$ cat config.mk
export PLATFORM = sky130hd
export DESIGN_NAME = sw_debounce_core_flat
export DESIGN_NICKNAME = d
export VERILOG_FILES = /design/src/rtl/sw_debounce_core_if.sv /design/src/rtl/sw_debounce_core.sv /design/src/flat_wrapper.sv
export SDC_FILE = /design/constraint.sdc
export NUM_CORES = 1
export LEC_CHECK = 0
export CAP_MARGIN = 20
export CELL_PAD_IN_SITES_DETAIL_PLACEMENT = 1
export CELL_PAD_IN_SITES_GLOBAL_PLACEMENT = 2
export CORE_UTILIZATION = 30
export CTS_CLUSTER_SIZE = 16
export DETAILED_ROUTE_END_ITERATION = 10
export PLACE_DENSITY = 0.73
export SETUP_SLACK_MARGIN = 0.05
export SYNTH_ARGS = -nofsm -noshare
export SYNTH_HDL_FRONTEND = slang
export SYNTH_SLANG_ARGS = --single-unit
$ cat constraint.sdc
create_clock -name clk -period 3.2 [get_ports clk]
set_input_delay 0.64 -clock clk [delete_from_list [all_inputs] [get_ports clk]]
set_output_delay 0.64 -clock clk [all_outputs]
set_load 0.03 [all_outputs]
$ cat src/rtl/sw_debounce_core_if.sv
// -----------------------------------------------------------------------------
// sw_debounce_core_if
// Avalon-MM slave bus bundle for the slide-switch debounce core.
//
// Signals
//   avs_address    [1:0]   word address of register
//   avs_read               read strobe
//   avs_readdata   [31:0]  read data, valid the cycle after avs_read
//   avs_write              write strobe
//   avs_writedata  [31:0]  write data
//
// Modports
//   master  drives address/strobes/write data, samples read data
//   slave   the core side
// -----------------------------------------------------------------------------
interface sw_debounce_core_if;
   logic [1:0]  avs_address;
   logic        avs_read;
   logic [31:0] avs_readdata;
   logic        avs_write;
   logic [31:0] avs_writedata;

   modport master (
      output avs_address,
      output avs_read,
      output avs_write,
      output avs_writedata,
      input  avs_readdata
   );

   modport slave (
      input  avs_address,
      input  avs_read,
      input  avs_write,
      input  avs_writedata,
      output avs_readdata
   );
endinterface

$ cat src/rtl/sw_debounce_core.sv
// -----------------------------------------------------------------------------
// sw_debounce_core
// Avalon-MM slave that reads the board slide switches. Each raw switch input
// is passed through a 2-flop synchroniser and a per-bit debounce counter; the
// accepted (stable) value is readable, every stable change latches a sticky
// W1C edge bit, and unmasked edge bits drive a registered level interrupt.
//
// Parameters
//   N_SW             number of switch inputs (1..32)
//   DEBOUNCE_CYCLES  consecutive cycles an input must differ from the stable
//                    value before it is accepted (>= 2)
//   CNT_W            debounce counter width, 2**CNT_W > DEBOUNCE_CYCLES
//
// Ports
//   clk        system clock, single domain
//   reset_n    asynchronous active-low reset
//   avs        Avalon-MM slave bus (sw_debounce_core_if.slave)
//   sw_in      raw asynchronous switch inputs
//   irq        level interrupt, active high
//
// Register map (32-bit words, unused bits read 0)
//   0  DATA   RO   stable switch value
//   1  EDGE   W1C  sticky edge bits
//   2  MASK   RW   irq enable per bit
//   3  EVCNT  RO, write clears; accepted rising-edge count (optional)
//
// Optional feature macro: SW_DEBOUNCE_CORE_EVCNT_EN
//   defined   : 32-bit saturating count of accepted rising edges at address 3
//   undefined : no counter logic, address 3 reads 0 and writes are ignored
// -----------------------------------------------------------------------------
module sw_debounce_core #(
   parameter int N_SW            = 4,
   parameter int DEBOUNCE_CYCLES = 50000,
   parameter int CNT_W           = 16
) (
   input  logic                clk,
   input  logic                reset_n,
   sw_debounce_core_if.slave   avs,
   input  logic [N_SW-1:0]     sw_in,
   output logic                irq
);

   localparam logic [1:0] ADDR_DATA  = 2'd0;
   localparam logic [1:0] ADDR_EDGE  = 2'd1;
   localparam logic [1:0] ADDR_MASK  = 2'd2;
   localparam logic [1:0] ADDR_EVCNT = 2'd3;

   // terminal count: the DEBOUNCE_CYCLES-th consecutive differing cycle
   localparam logic [CNT_W-1:0] TERM_CNT = CNT_W'(DEBOUNCE_CYCLES - 1);

   logic [N_SW-1:0]  sync_1;
   logic [N_SW-1:0]  sync_2;
   logic [N_SW-1:0]  stable;
   logic [N_SW-1:0]  stable_d;
   logic [N_SW-1:0]  edge_bits;
   logic [N_SW-1:0]  mask;
   logic [CNT_W-1:0] cnt [N_SW];

   logic [N_SW-1:0]  new_edge;
   logic [N_SW-1:0]  edge_clr;
   logic [31:0]      rd_mux;
   logic             wr_edge;
   logic             wr_mask;

   // upper write-data bits are don't-care for narrow switch counts
   logic unused_wdata;
   assign unused_wdata = ^avs.avs_writedata;

   // ---------------------------------------------------------------------
   // Synchroniser: two flops per bit, raw input is asynchronous
   // ---------------------------------------------------------------------
   always_ff @(posedge clk or negedge reset_n) begin
      if (!reset_n) begin
         sync_1 <= '0;
         sync_2 <= '0;
      end else begin
         sync_1 <= sw_in;
         sync_2 <= sync_1;
      end
   end

   // ---------------------------------------------------------------------
   // Debounce: counter runs only while the synchronised input disagrees
   // with the stable value; any return to agreement discards the count.
   // ---------------------------------------------------------------------
   always_ff @(posedge clk or negedge reset_n) begin
      if (!reset_n) begin
         stable <= '0;
         for (int i = 0; i < N_SW; i++) begin
            cnt[i] <= '0;
         end
      end else begin
         for (int i = 0; i < N_SW; i++) begin
            if (sync_2[i] == stable[i]) begin
               cnt[i] <= '0;
            end else if (cnt[i] == TERM_CNT) begin
               stable[i] <= sync_2[i];
               cnt[i]    <= '0;
            end else begin
               cnt[i] <= cnt[i] + 1'b1;
            end
         end
      end
   end

   // ---------------------------------------------------------------------
   // Edge detect on the stable value (either direction), one cycle after
   // stable updates.
   // ---------------------------------------------------------------------
   assign new_edge = stable ^ stable_d;

   assign wr_edge  = avs.avs_write && (avs.avs_address == ADDR_EDGE);
   assign wr_mask  = avs.avs_write && (avs.avs_address == ADDR_MASK);
   assign edge_clr = wr_edge ? avs.avs_writedata[N_SW-1:0] : '0;

   always_ff @(posedge clk or negedge reset_n) begin
      if (!reset_n) begin
         stable_d  <= '0;
         edge_bits <= '0;
         mask      <= '0;
      end else begin
         stable_d  <= stable;
         // a new edge in the same cycle as its W1C keeps the bit set
         edge_bits <= (edge_bits & ~edge_clr) | new_edge;
         if (wr_mask) begin
            mask <= avs.avs_writedata[N_SW-1:0];
         end
      end
   end

   // ---------------------------------------------------------------------
   // Optional accepted-rising-edge counter
   // ---------------------------------------------------------------------
`ifdef SW_DEBOUNCE_CORE_EVCNT_EN
   logic [N_SW-1:0] rise;
   logic [5:0]      rise_cnt;
   logic [32:0]     ev_sum;
   logic [31:0]     evcnt;
   logic            wr_evcnt;

   assign rise     = stable & ~stable_d;
   assign wr_evcnt = avs.avs_write && (avs.avs_address == ADDR_EVCNT);

   always_comb begin
      rise_cnt = '0;
      for (int i = 0; i < N_SW; i++) begin
         rise_cnt = rise_cnt + 6'(rise[i]);
      end
   end

   // one extra bit so overflow can be detected and clamped
   assign ev_sum = {1'b0, evcnt} + 33'(rise_cnt);

   always_ff @(posedge clk or negedge reset_n) begin
      if (!reset_n) begin
         evcnt <= '0;
      end else if (wr_evcnt) begin
         evcnt <= '0;
      end else if (ev_sum[32]) begin
         evcnt <= '1;
      end else begin
         evcnt <= ev_sum[31:0];
      end
   end
`endif

   // ---------------------------------------------------------------------
   // Read path: mux of pre-write register values, registered, zero when
   // the previous cycle carried no read.
   // ---------------------------------------------------------------------
   always_comb begin
      rd_mux = '0;
      case (avs.avs_address)
         ADDR_DATA:  rd_mux[N_SW-1:0] = stable;
         ADDR_EDGE:  rd_mux[N_SW-1:0] = edge_bits;
         ADDR_MASK:  rd_mux[N_SW-1:0] = mask;
`ifdef SW_DEBOUNCE_CORE_EVCNT_EN
         ADDR_EVCNT: rd_mux           = evcnt;
`else
         ADDR_EVCNT: rd_mux           = '0;
`endif
         default:    rd_mux           = '0;
      endcase
   end

   always_ff @(posedge clk or negedge reset_n) begin
      if (!reset_n) begin
         avs.avs_readdata <= '0;
      end else if (avs.avs_read) begin
         avs.avs_readdata <= rd_mux;
      end else begin
         avs.avs_readdata <= '0;
      end
   end

   // ---------------------------------------------------------------------
   // Interrupt: registered OR of unmasked sticky edges
   // ---------------------------------------------------------------------
   always_ff @(posedge clk or negedge reset_n) begin
      if (!reset_n) begin
         irq <= 1'b0;
      end else begin
         irq <= |(edge_bits & mask);
      end
   end

endmodule

$ cat src/flat_wrapper.sv
// flat-port wrapper written by rule: the top's interface ports become plain ports
module sw_debounce_core_flat 
#(
   parameter int N_SW            = 4,
   parameter int DEBOUNCE_CYCLES = 50000,
   parameter int CNT_W           = 16
)
  (clk, reset_n, sw_in, irq, avs_avs_address, avs_avs_read, avs_avs_write, avs_avs_writedata, avs_avs_readdata);
  sw_debounce_core_if avs_i ();
  input  logic clk;
  input  logic reset_n;
  input  logic [N_SW-1:0] sw_in;
  output logic irq;
  input wire logic [$bits(avs_i.avs_address)-1:0] avs_avs_address;
  input wire logic [$bits(avs_i.avs_read)-1:0] avs_avs_read;
  input wire logic [$bits(avs_i.avs_write)-1:0] avs_avs_write;
  input wire logic [$bits(avs_i.avs_writedata)-1:0] avs_avs_writedata;
  output wire logic [$bits(avs_i.avs_readdata)-1:0] avs_avs_readdata;
  assign avs_i.avs_address = avs_avs_address;
  assign avs_i.avs_read = avs_avs_read;
  assign avs_i.avs_write = avs_avs_write;
  assign avs_i.avs_writedata = avs_avs_writedata;
  assign avs_avs_readdata = avs_i.avs_readdata;
  sw_debounce_core #(.N_SW(N_SW), .DEBOUNCE_CYCLES(DEBOUNCE_CYCLES), .CNT_W(CNT_W)) u_core (.clk(clk), .reset_n(reset_n), .avs(avs_i), .sw_in(sw_in), .irq(irq));
endmodule
==> summary.txt, run 1 <==
Outcome
  • Status: complete, no violations

Global routing
  • M2 GR Usage: 21.1%
  • GR Layer Usage met3: roughly 4.6%
  • GR Util met1: ~16%
  • Global-route wire length before repair: ~15000 µm
  • GRT Residual Overflow: 0
  • GRT Max-Usage Layer: met2
  • Vias in the first global route: around 3100
  • GRT Util Overall: between 10 and 15%
  • Largest net degree at the start of global routing: 51
  • Initial antenna violation count: 0

Placed design
  • DP Area: between 4000 and 5000 µm²
  • HPWL Detailed: 5880 µm
  • GP Congestion: about 0.77
  • # port buffers: 18

Clock tree
  • H-tree levels: 3
  • Clock-pin slew on the worst setup and hold paths: 0.06 ns
  • CTS root buffer: clkbuf_16
  • Worst skew pair latency: 0.35 ns
  • Clock sink count: 93
  • Maximum root-to-sink buffer count: 2
  • CTS tree: yes
  • Post-cts sizing count: 0
  • TritonCTS Buffers: 9
  • Hold bufs inserted after CTS: 0
  • Post-CTS setup buffers: 0

Yosys
  • Number of synthesized flops with an enable pin: 0
  • Synth top area cells: dfrtp_1, xnor2_1, nor2_1, buf_4, xor2_1
  • #FFs+latches synth: 93
  • Synth unique cells: 34
  • Prevailing post-synth register cell: dfrtp_1
  • Yosys top cell by area: dfrtp_1
  • Avg Inst Size Synth: 10.3 µm²
  • Mapped Cells: 431
  • Sequential fraction of the synthesis area: between 50% and 60%
  • Synth warnings: 0
  • Asr flop ratio synth: 100%
  • Top-area cell type share of the netlist area: between 50% and 60%
  • Mapped cell area: approximately 4400 µm²

Critical path
  • Crit path DAT: ~2.3 ns
  • Crit. End Element: register
  • CP Class: register to register
  • RR Endpoint: u_core.cnt[15]
  • WP data required: approximately 3.4 ns
  • R2r setup slk: ~1.1 ns
  • Worst Setup EP: u_core.cnt[15]
  • Setup crit start: u_core.cnt[0]
  • Worst reg2reg path depth: 4
  • RR Startpoint: u_core.cnt[0]
  • CP Max Fanout: 16
  • CP Launch Type: register

Floorplan
  • Die Area: 15200 µm²
  • Die Ht: approximately 120 µm
  • # IOs: 75
  • Core footprint: 14500 µm²
  • Num rows: 44
  • Die X: between 100 and 150 µm
  • Initial core utilization: between 30% and 40%

Timing
  • WHS: between 0.3 and 0.4 ns
  • Setup TNS: 0 ns
  • Relative slew slack: 39.9%
  • Measured slew at the worst slew-check pin: roughly 0.9 ns
  • RSZ-0062 raised after global routing: no
  • Final hold violations: 0
  • Final Max Tran Viols: 0
  • Final setup fails: 0
  • Final clock skew: slightly below 0.009 ns
  • Post-layout min period: approximately 2.1 ns
  • Max Fclk: between 400 and 500 MHz
  • Final period util: around 66%

Power
  • P_sw: ~600 µW
  • Gate power share: 6.1%
  • Switching share of power: approximately 23%
  • Clock share of power: a little under half
  • Cell area power density: ~520 nW/µm²
  • Leakage power: ~2.1 nW
  • VDD IR max: 0.000286 V
  • Sequential fraction of design power: a little under half
  • Post-layout power: 2.64 mW
  • P_int: 2.04 mW

Routing
  • Routed wire per std cell: between 10 and 15 µm
  • Detailed-route via count: just under 3000
  • Final ANT Viol Nets: 0
  • Post-Route WL: around 8700 µm
  • DR iter-0 viols: roughly 120
  • DRT Pass-1 Iters: 4
  • Number of vias per cell: about 4.6
  • Drt drc: 0

Job
  • Max-cap check violation count: 0

Final layout
  • Ant. Diodes: 0
  • Synthesis-to-finish area growth: 14.2%
  • Fin area: between 5000 and 6000 µm²
  • Share of post-route cells with drive strength above 1: under 10%
  • Fill count: ~1600
  • # nets final: 500

Min path
  • Worst min path class: input pin to async pin
-- state kept, by name, summed over array words and instances (netlist names), 4 cells and up --
name and cells:
u_core.stable_d 4, u_core.cnt 64, u_core.edge_bits 4, u_core.avs.avs_readdata 4, u_core.mask 4, u_core.sync_2 4
u_core.sync_1 4, u_core.stable 4
-- layer usage --
layer  vias to the layer above  wire length [µm]
li1                       1443                 -
met1                      1487              4160
met2                        33              4120
met3                        10               337
met4                         0               105
met5                         -                 0
-- how the worst min path moves through the flow --
stage                                  end  slack, ns  depth (start not counted)
after floorplan           u_core.sync_2[0]       0.33                          0
after CTS                 u_core.sync_1[3]       0.35                          1
final                        u_core.cnt[8]       0.33                          1
after global routing      u_core.sync_2[2]       0.36                          0
after detailed placement  u_core.sync_2[1]       0.34                          0
after global placement    u_core.sync_2[3]       0.34                          0
-- critical path: stages (launching register included) --
cell and delay, ns:
dfrtp_1 0.39, ha_1 0.20, nand3_1 0.33, o41ai_4 0.90
nor2_1 0.13
-- cells by family after synthesis --
family	after synthesis	synth area share (%)
compound gates	18	3.22
xor+xnor	63	12.5
fa+ha+maj	4	1.13
buf+inv	49	6.89
flops	93	52.6
mux	8	1.92
other cells	1	0.0847
simple gates	195	21.7
-- synthesized netlist by cell type (3+ instances only) --
cell type	instances
xnor2_1	47
o21ai_0	12
nor4bb_1	4
inv_1	15
nand4_1	17
nor2_1	71
xor2_1	16
buf_4	28
dfrtp_1	93
nand2_1	29
and2_1	5
nand3_1	22
mux2i_1	4
nor3_1	13
nand3b_1	3
clkbuf_1	3
and3_1	7
mux2_2	4
nor4_1	16
ha_1	4
-- power groups by stage --
stage / Sequential, mW / Combinational, mW / Clock, mW
global placement: 1.25 / 0.163 / 0
finish: 1.23 / 0.161 / 1.24
detailed placement: 1.25 / 0.165 / 0
floorplan: 1.25 / 0.122 / 0
CTS: 1.23 / 0.166 / 1.28
global route: 1.24 / 0.185 / 1.32
-- placed cells by master (no fill, tap or decap), types with 2 or more instances in the layout --
master,instances
and3_1,7
nand3b_1,3
mux2_2,4
clkinvlp_4,2
o41ai_4,2
nand4_1,17
inv_1,15
xnor2_1,47
ha_1,4
nor3_1,13
nor4_1,16
clkbuf_16,9
and2_1,5
nand2_1,29
o21ai_0,12
dfrtp_1,93
nor4bb_1,4
nor4b_1,2
nand3_1,22
conb_1,28
a22oi_1,2
xor2_1,16
clkdlybuf4s50_1,17
nor2_1,71
mux2i_1,4
bufinv_16,3
-- through the flow --
stage | worst slack (ns) | std cells | util [%]
2_1_floorplan | 1.55 | 458 | -
3_3_place_gp | 1.07 | 627 | 32.5
3_5_place_dp | 1.02 | 627 | 32.5
4_1_cts | 1.01 | 643 | 34.9
5_1_grt | 0.837 | 643 | 34.9
6_report | 1.10 | 643 | 34.9
-- final cells by class --
| type | count | area, µm² | share of cell area, % |
|---|---|---|---|
| Timing Repair Buffer | 19 | 198 | 3.91 |
| Tap cell | 184 | 230 | 4.55 |
| Multi-Input combinational cell | 316 | 1900 | 37.5 |
| Clock buffer | 10 | 239 | 4.73 |
| Clock inverter | 6 | 110 | 2.18 |
| Inverter | 15 | 56.3 | 1.11 |
| Sequential cell | 93 | 2330 | 46.0 |
Note: power is estimated with default switching activity, not from simulation.
==> run 2, diff against run 1 <==
clock period = 2.1 ns   (was 3.2 ns; I/O delays follow)
==> run 2 against run 1 <==
Against the previous run: clock power grew 39%; register-to-register slack got worse by 0.82 ns; first-iteration DRC count rose by 4.1%; power increased by 46%; non-clock buffer count increased by 8; design area is 0.52% higher; sequential power is 53% higher; worst hold slack worse by 0.22 ns; largest power group is now registers; clock skew down 0.0044 ns; critical endpoint is now u_core.stable[3].
==> summary.txt, run 2 (synthesis gave the netlist of run 1 again) <==
Timing
  • Final Max Tran Viols: 0 (unchanged)
  • Setup TNS: 0 ns (unchanged)
  • Post-layout min period: 1.82 ns (-0.278 ns)
  • Post-route worst setup slack: 0.281 ns (-0.822 ns)
  • RSZ-0062 raised after global routing: no
  • Measured slew at the worst slew-check pin: 0.509 ns (-0.389 ns)
  • WHS: 0.109 ns (-0.218 ns)
  • Final clock skew: 0.00430 ns (-0.00437 ns)
  • Relative slew slack: 66.0% (+26 points)
  • Final hold violations: 0 (unchanged)
  • Final setup fails: 0 (unchanged)
  • Max Fclk: 550 MHz (+15%)
  • Final period util: 86.6% (+21 points)

Critical path
  • Worst reg2reg path depth: 4 (unchanged)
  • CP Max Fanout: 4 (-12)
  • CP Class: register to register
  • RR Startpoint: u_core.cnt[12]
  • Crit. End Element: register
  • CP Launch Type: register
  • R2r setup slk: 0.28 ns (-0.82 ns)
  • Crit path DAT: 2.05 ns (-0.24 ns)
  • RR Endpoint: u_core.stable[3]
  • WP data required: 2.33 ns (-1.06 ns)

Routing
  • Max layer used: met4
  • DRT Pass-1 Iters: 4 (unchanged)
  • Routed wire per std cell: 13.2 µm (-2.4%)
  • Routed wl met2: 4150 µm (+0.73%)
  • Met3 wire len: 260 µm (-23%)
  • Final ANT Viol Nets: 0 (unchanged)
  • DR iter-0 viols: 126 (+4.1%)
  • Detailed-route via count: 2987 (+0.47%)
  • Drt drc: 0 (unchanged)
  • Post-Route WL: 8610 µm (-1.4%)
  • Metal1 wirelength: 4070 µm (-2.2%)
  • Number of vias per cell: 4.60 (-0.61%)

Power
  • Switching share of power: 22.5% (-0.24 points)
  • VDD IR max: 0.000367 V (+28%)
  • Gate power share: 6.6% (+0.5 points)
  • Leakage power: 2.17 nW (+1.2%)
  • Clock share of power: 44.7% (-2.5 points)
  • Sequential fraction of design power: 48.7% (+2.0 points)
  • P_int: 2.99 mW (+47%)
  • P_sw: 868 µW (+45%)
  • Cell area power density: 758 nW/µm² (+45%)
  • Post-layout power: 3.85 mW (+46%)

Job
  • Max-cap check violation count: 0 (unchanged)

Final layout
  • Most frequent cells in the layout: dfrtp_1, nor2_1, xnor2_1
  • Ant. Diodes: 0 (unchanged)
  • Share of post-route cells with drive strength above 1: 6.65% (+1.2 points)
  • Final cell count without fillers: 650 (+1.1%)
  • Max reg flops: 64 (unchanged)
  • Largest register by flop count: u_core.cnt
  • # nets final: 508 (+1.6%)
  • Final core utilization: 35.1% (+0.18 points)
  • Fill count: 1630 (+0.68%)
  • Synthesis-to-finish area growth: 14.8%
  • Commonest non-fill, non-tap cell in the layout: dfrtp_1
  • Fin area: 5080 µm² (+0.52%)

Placed design
  • HPWL Detailed: 5960 µm (+1.4%)
  • GP Congestion: 0.717 (-7.1%)
  • # placed instances: 635 (+1.3%)
  • # port buffers: 18 (unchanged)
  • DP Area: 4770 µm² (+1.3%)
  • Pre-CTS WS: 0.276 ns (-0.749 ns)

Floorplan
  • # IOs: 75 (unchanged)
  • Die X: 123 µm (unchanged)
  • Die Area: 15200 µm² (unchanged)
  • Core footprint: 14500 µm² (unchanged)
  • Initial core utilization: 30.6% (unchanged)
  • Num rows: 44 (unchanged)
  • Die Ht: 123 µm (unchanged)

Clock tree
  • TritonCTS Buffers: 9 (unchanged)
  • Maximum root-to-sink buffer count: 2 (unchanged)
  • Clock-pin slew on the worst setup and hold paths: 0.06 ns (about the same)
  • Post-CTS setup buffers: 0 (unchanged)
  • Hold bufs inserted after CTS: 0 (unchanged)
  • CTS root buffer: clkbuf_16
  • CTS tree: yes
  • Post-cts sizing count: 0 (unchanged)
  • H-tree levels: 3 (unchanged)
  • Worst skew pair latency: 0.34 ns (about the same)
  • Clock sink count: 93 (unchanged)

Global routing
  • Initial antenna violation count: 0 (unchanged)
  • Global-route wire length before repair: 15200 µm (+2.1%)
  • GRT Util Overall: 12.9% (+0.13 points)
  • Vias in the first global route: 3158 (+3.4%)
  • Largest net degree at the start of global routing: 94 (+84%)
  • GRT Residual Overflow: 0 (unchanged)

Min path
  • Worst min path class: input pin to async pin

Outcome
  • Status: complete, no violations
==> run 2: changes by cell type in the layout (fill, tap and decap cells not counted), sizes merged <==
| cell | delta |
|---|---|
| clkbuf | +1 |
| bufinv | -1 |
| clkinvlp | -1 |
| buf | +8 |
==> run 2: per-layer routing <==
| layer | up-vias | global-route usage (%) |
|---|---|---|
| li1 | 1460 | - |
| met1 | 1488 | 16.2 |
| met2 | 26 | 21.3 |
| met3 | 13 | 3.69 |
| met4 | 0 | 4.07 |
| met5 | - | 0 |
==> run 2: how the worst max path moves through the flow <==
| stage | to | slack (ns) | from | cells after the start |
|---|---|---|---|---|
| after detailed placement | u_core.avs.avs_readdata[1] | 0.28 | avs_avs_address[0] | 6 |
| final | u_core.stable[3] | 0.28 | u_core.cnt[12] | 4 |
| after floorplan | u_core.cnt[55] | 0.45 | u_core.cnt[58] | 4 |
| after CTS | u_core.stable[3] | 0.27 | u_core.cnt[12] | 4 |
| after global placement | u_core.avs.avs_readdata[1] | 0.28 | avs_avs_address[0] | 6 |
| after global routing | u_core.cnt[41] | 0.18 | u_core.cnt[32] | 5 |
==> run 2: worst max-delay path: stages (launching register included) <==
cell	delay, ns
dfrtp_1	0.42
nor4_1	0.33
nand3b_1	0.19
nor4_1	0.39
mux2_2	0.37
==> run 2: final cells by class <==
| type | instances | area, µm² | area share [%] |
|---|---|---|---|
| clock buffer | 11 | 243 | 4.77 |
| sequential | 93 | 2330 | 45.8 |
| clock inverter | 4 | 72.6 | 1.43 |
| timing repair buffer | 27 | 258 | 5.07 |
| multi-input combinational | 316 | 1900 | 37.3 |
| inverter | 15 | 56.3 | 1.11 |
| tap | 184 | 230 | 4.53 |
==> run 2: power groups by stage <==
stage	Sequential (mW)	Combinational (mW)	Clock [mW]
finish	1.88	0.255	1.72
global route	1.88	0.289	1.86
CTS	1.88	0.264	1.79
detailed placement	1.91	0.263	0
global placement	1.91	0.258	0
floorplan	1.91	0.185	0
==> run 3, diff against run 2 <==
MAX_ROUTING_LAYER = met4   (was not set)
REMOVE_ABC_BUFFERS = 1   (was not set)
==> run 3 against run 2 <==
Against the previous run: die area did not move; sequential cell count is the same; clock skew shrank 0.0011 ns; largest power group unchanged; routed wire length grew 1.9%; setup slack lost 0.045 ns; clock-buffer cell count is 1 lower; first-iteration DRC count fell by 17%; critical path type unchanged; combinational power grew 2%.
==> summary.txt, run 3 (synthesis gave the netlist of run 1 again) <==
Critical path
  • R2r setup slk: 0.24 ns (-0.04 ns)
  • CP Launch Type: register
  • Crit path DAT: 2.09 ns (+0.04 ns)
  • WP data required: 2.33 ns (about the same)
  • Critical-path top delay cell: dfrtp_1
  • CP Max Fanout: 4 (unchanged)
  • CP Class: register to register
  • Crit. End Element: register
  • Cell mode on critical path: nor4_1
  • Max incr delay on CP: 0.42 ns (about the same)
  • Critical path cell sequence: nor4_1 -> nand3b_1 -> nor4_1 -> mux2_2
  • Delay-heaviest family, CP: simple AND/OR/NAND/NOR gates
  • CP Buf/Inv Count: 0 (unchanged)

Floorplan
  • Core footprint: 14500 µm² (unchanged)
  • Die X: 123 µm (unchanged)
  • # IOs: 75 (unchanged)
  • Initial core utilization: 30.6% (unchanged)
  • Die Area: 15200 µm² (unchanged)
  • Num rows: 44 (unchanged)
  • Die Ht: 123 µm (unchanged)

Placed design
  • HPWL Detailed: 6220 µm (+4.4%)
  • GP Congestion: 0.806 (+12%)
  • # port buffers: 18 (unchanged)

Final layout
  • Largest register by flop count: u_core.cnt
  • Most frequent cells in the layout: dfrtp_1, nor2_1, xnor2_1
  • Share of post-route cells with drive strength above 1: 7.25% (+0.60 points)
  • Ant. Diodes: 0 (unchanged)
  • Commonest non-fill, non-tap cell in the layout: dfrtp_1
  • Synthesis-to-finish area growth: 14.5%
  • Max reg flops: 64 (unchanged)
  • # nets final: 511 (+0.59%)

Power
  • P_sw: 907 µW (+4.4%)
  • VDD IR max: 0.000321 V (-12%)
  • Gate power share: 7.1% (+0.5 points)
  • Post-layout power: 3.66 mW (-5.1%)
  • Cell area power density: 721 nW/µm² (-4.8%)
  • Clock share of power: 41.5% (-3.2 points)
  • P_int: 2.75 mW (-7.9%)
  • Leakage power: 2.16 nW (-0.37%)
  • Sequential fraction of design power: 51.4% (+2.7 points)
  • Switching share of power: 24.8% (+2.3 points)

Clock tree
  • Clock sink count: 93 (unchanged)
  • Clock-pin slew on the worst setup and hold paths: 0.06 ns (about the same)
  • Worst skew pair latency: 0.34 ns (about the same)
  • CTS tree: yes
  • CTS root buffer: clkbuf_16
  • TritonCTS Buffers: 9 (unchanged)
  • H-tree levels: 3 (unchanged)
  • Maximum root-to-sink buffer count: 2 (unchanged)
  • Post-cts sizing count: 0 (unchanged)

Timing
  • Final Max Tran Viols: 0 (unchanged)
  • Post-layout min period: 1.86 ns (+0.0446 ns)
  • Setup TNS: 0 ns (unchanged)
  • Final period util: 88.7% (+2.1 points)
  • Final setup fails: 0 (unchanged)
  • Measured slew at the worst slew-check pin: 0.521 ns (+0.0123 ns)
  • RSZ-0062 raised after global routing: no
  • Max Fclk: 537 MHz (-2.4%)
  • Final clock skew: 0.00321 ns (-0.00108 ns)
  • Final hold violations: 0 (unchanged)
  • Relative slew slack: 65.2% (-0.82 points)

Routing
  • Number of vias per cell: 4.62 (+0.54%)
  • Detailed-route via count: 3017 (+1.0%)
  • Final ANT Viol Nets: 0 (unchanged)
  • Post-Route WL: 8780 µm (+1.9%)
  • Drt drc: 0 (unchanged)
  • DR iter-0 viols: 105 (-17%)
  • DRT Pass-1 Iters: 4 (unchanged)
  • Routed wire per std cell: 13.4 µm (+1.5%)

Global routing
  • GRT Residual Overflow: 0 (unchanged)
  • Vias in the first global route: 3192 (+1.1%)
  • Initial antenna violation count: 0 (unchanged)
  • Global-route wire length before repair: 15400 µm (+1.5%)
  • GRT Util Overall: 13.4% (+0.50 points)
  • Largest net degree at the start of global routing: 61 (-35%)

Outcome
  • Status: complete, no violations

Job
  • Max-cap check violation count: 0 (unchanged)

Min path
  • Worst min path class: register to register
[run 3: power groups by stage]
stage          logic, mW  registers (mW)  clock network, mW
4_1_cts            0.267            1.88               1.58
6_report           0.260            1.88               1.52
2_1_floorplan      0.137            1.91                  0
3_3_place_gp       0.258            1.91                  0
5_1_grt            0.297            1.89               1.64
3_5_place_dp       0.264            1.91                  0
[run 3: area by class of cell]
cell class	count	area (µm²)
Fill cell	1677	9410
Sequential cell	93	2330
Multi-Input combinational cell	316	1900
Timing Repair Buffer	30	283
Clock buffer	10	239
Tap cell	184	230
Inverter	15	56.3
Clock inverter	5	37.5
[run 3: layer usage]
| metal | track usage [%] | up-vias | routed length [µm] |
|---|---|---|---|
| met5 | - | - | 0 |
| met3 | 2.58 | 13 | 204 |
| li1 | - | 1464 | - |
| met1 | 17.0 | 1503 | 4280 |
| met2 | 21.0 | 37 | 4160 |
| met4 | 5.42 | 0 | 137 |
[run 3: repair_timing]
| item | in CTS | in global routing |
|---|---|---|
| hold endpoints to repair | 5 | 0 |
| hold buffers | 1 | 0 |
| buffers inserted | 0 | 0 |
[run 3: worst paths after layout]
| check | from | end | cells after the start |
|---|---|---|---|
| setup / recovery | u_core.cnt[12] | u_core.stable[3] | 4 |
| hold / removal | u_core.sync_1[1] | u_core.sync_2[1] | 0 |
| setup reg to reg | u_core.cnt[12] | u_core.stable[3] | 4 |
| hold reg to reg | u_core.sync_1[1] | u_core.sync_2[1] | 0 |
| max in group asynchronous | reset_n | u_core.avs.avs_readdata[1] | 3 |
| min in group asynchronous | reset_n | u_core.cnt[52] | 2 |
[run 3: worst reg2reg max path, delay by kind of cell (launching register included)]
| kind | cells | cell delay [ns] |
|---|---|---|
| and+or+nand+nor | 3 | 0.96 |
| muxes | 1 | 0.37 |
| DFF | 1 | 0.42 |
[run 3: stage by stage]
stage | instances | instance area [µm²] | hold slack, ns | util (%) | setup WS, ns
floorplan | 424 | 4280 | 0.124 | - | 0.372
global placement | 637 | 4780 | 0.243 | 33.0 | 0.300
detailed placement | 637 | 4780 | 0.241 | 33.0 | 0.290
CTS | 653 | 5070 | 0.350 | 35.0 | 0.229
global route | 653 | 5070 | 0.357 | 35.0 | 0.156
finish | 653 | 5070 | 0.347 | 35.0 | 0.236
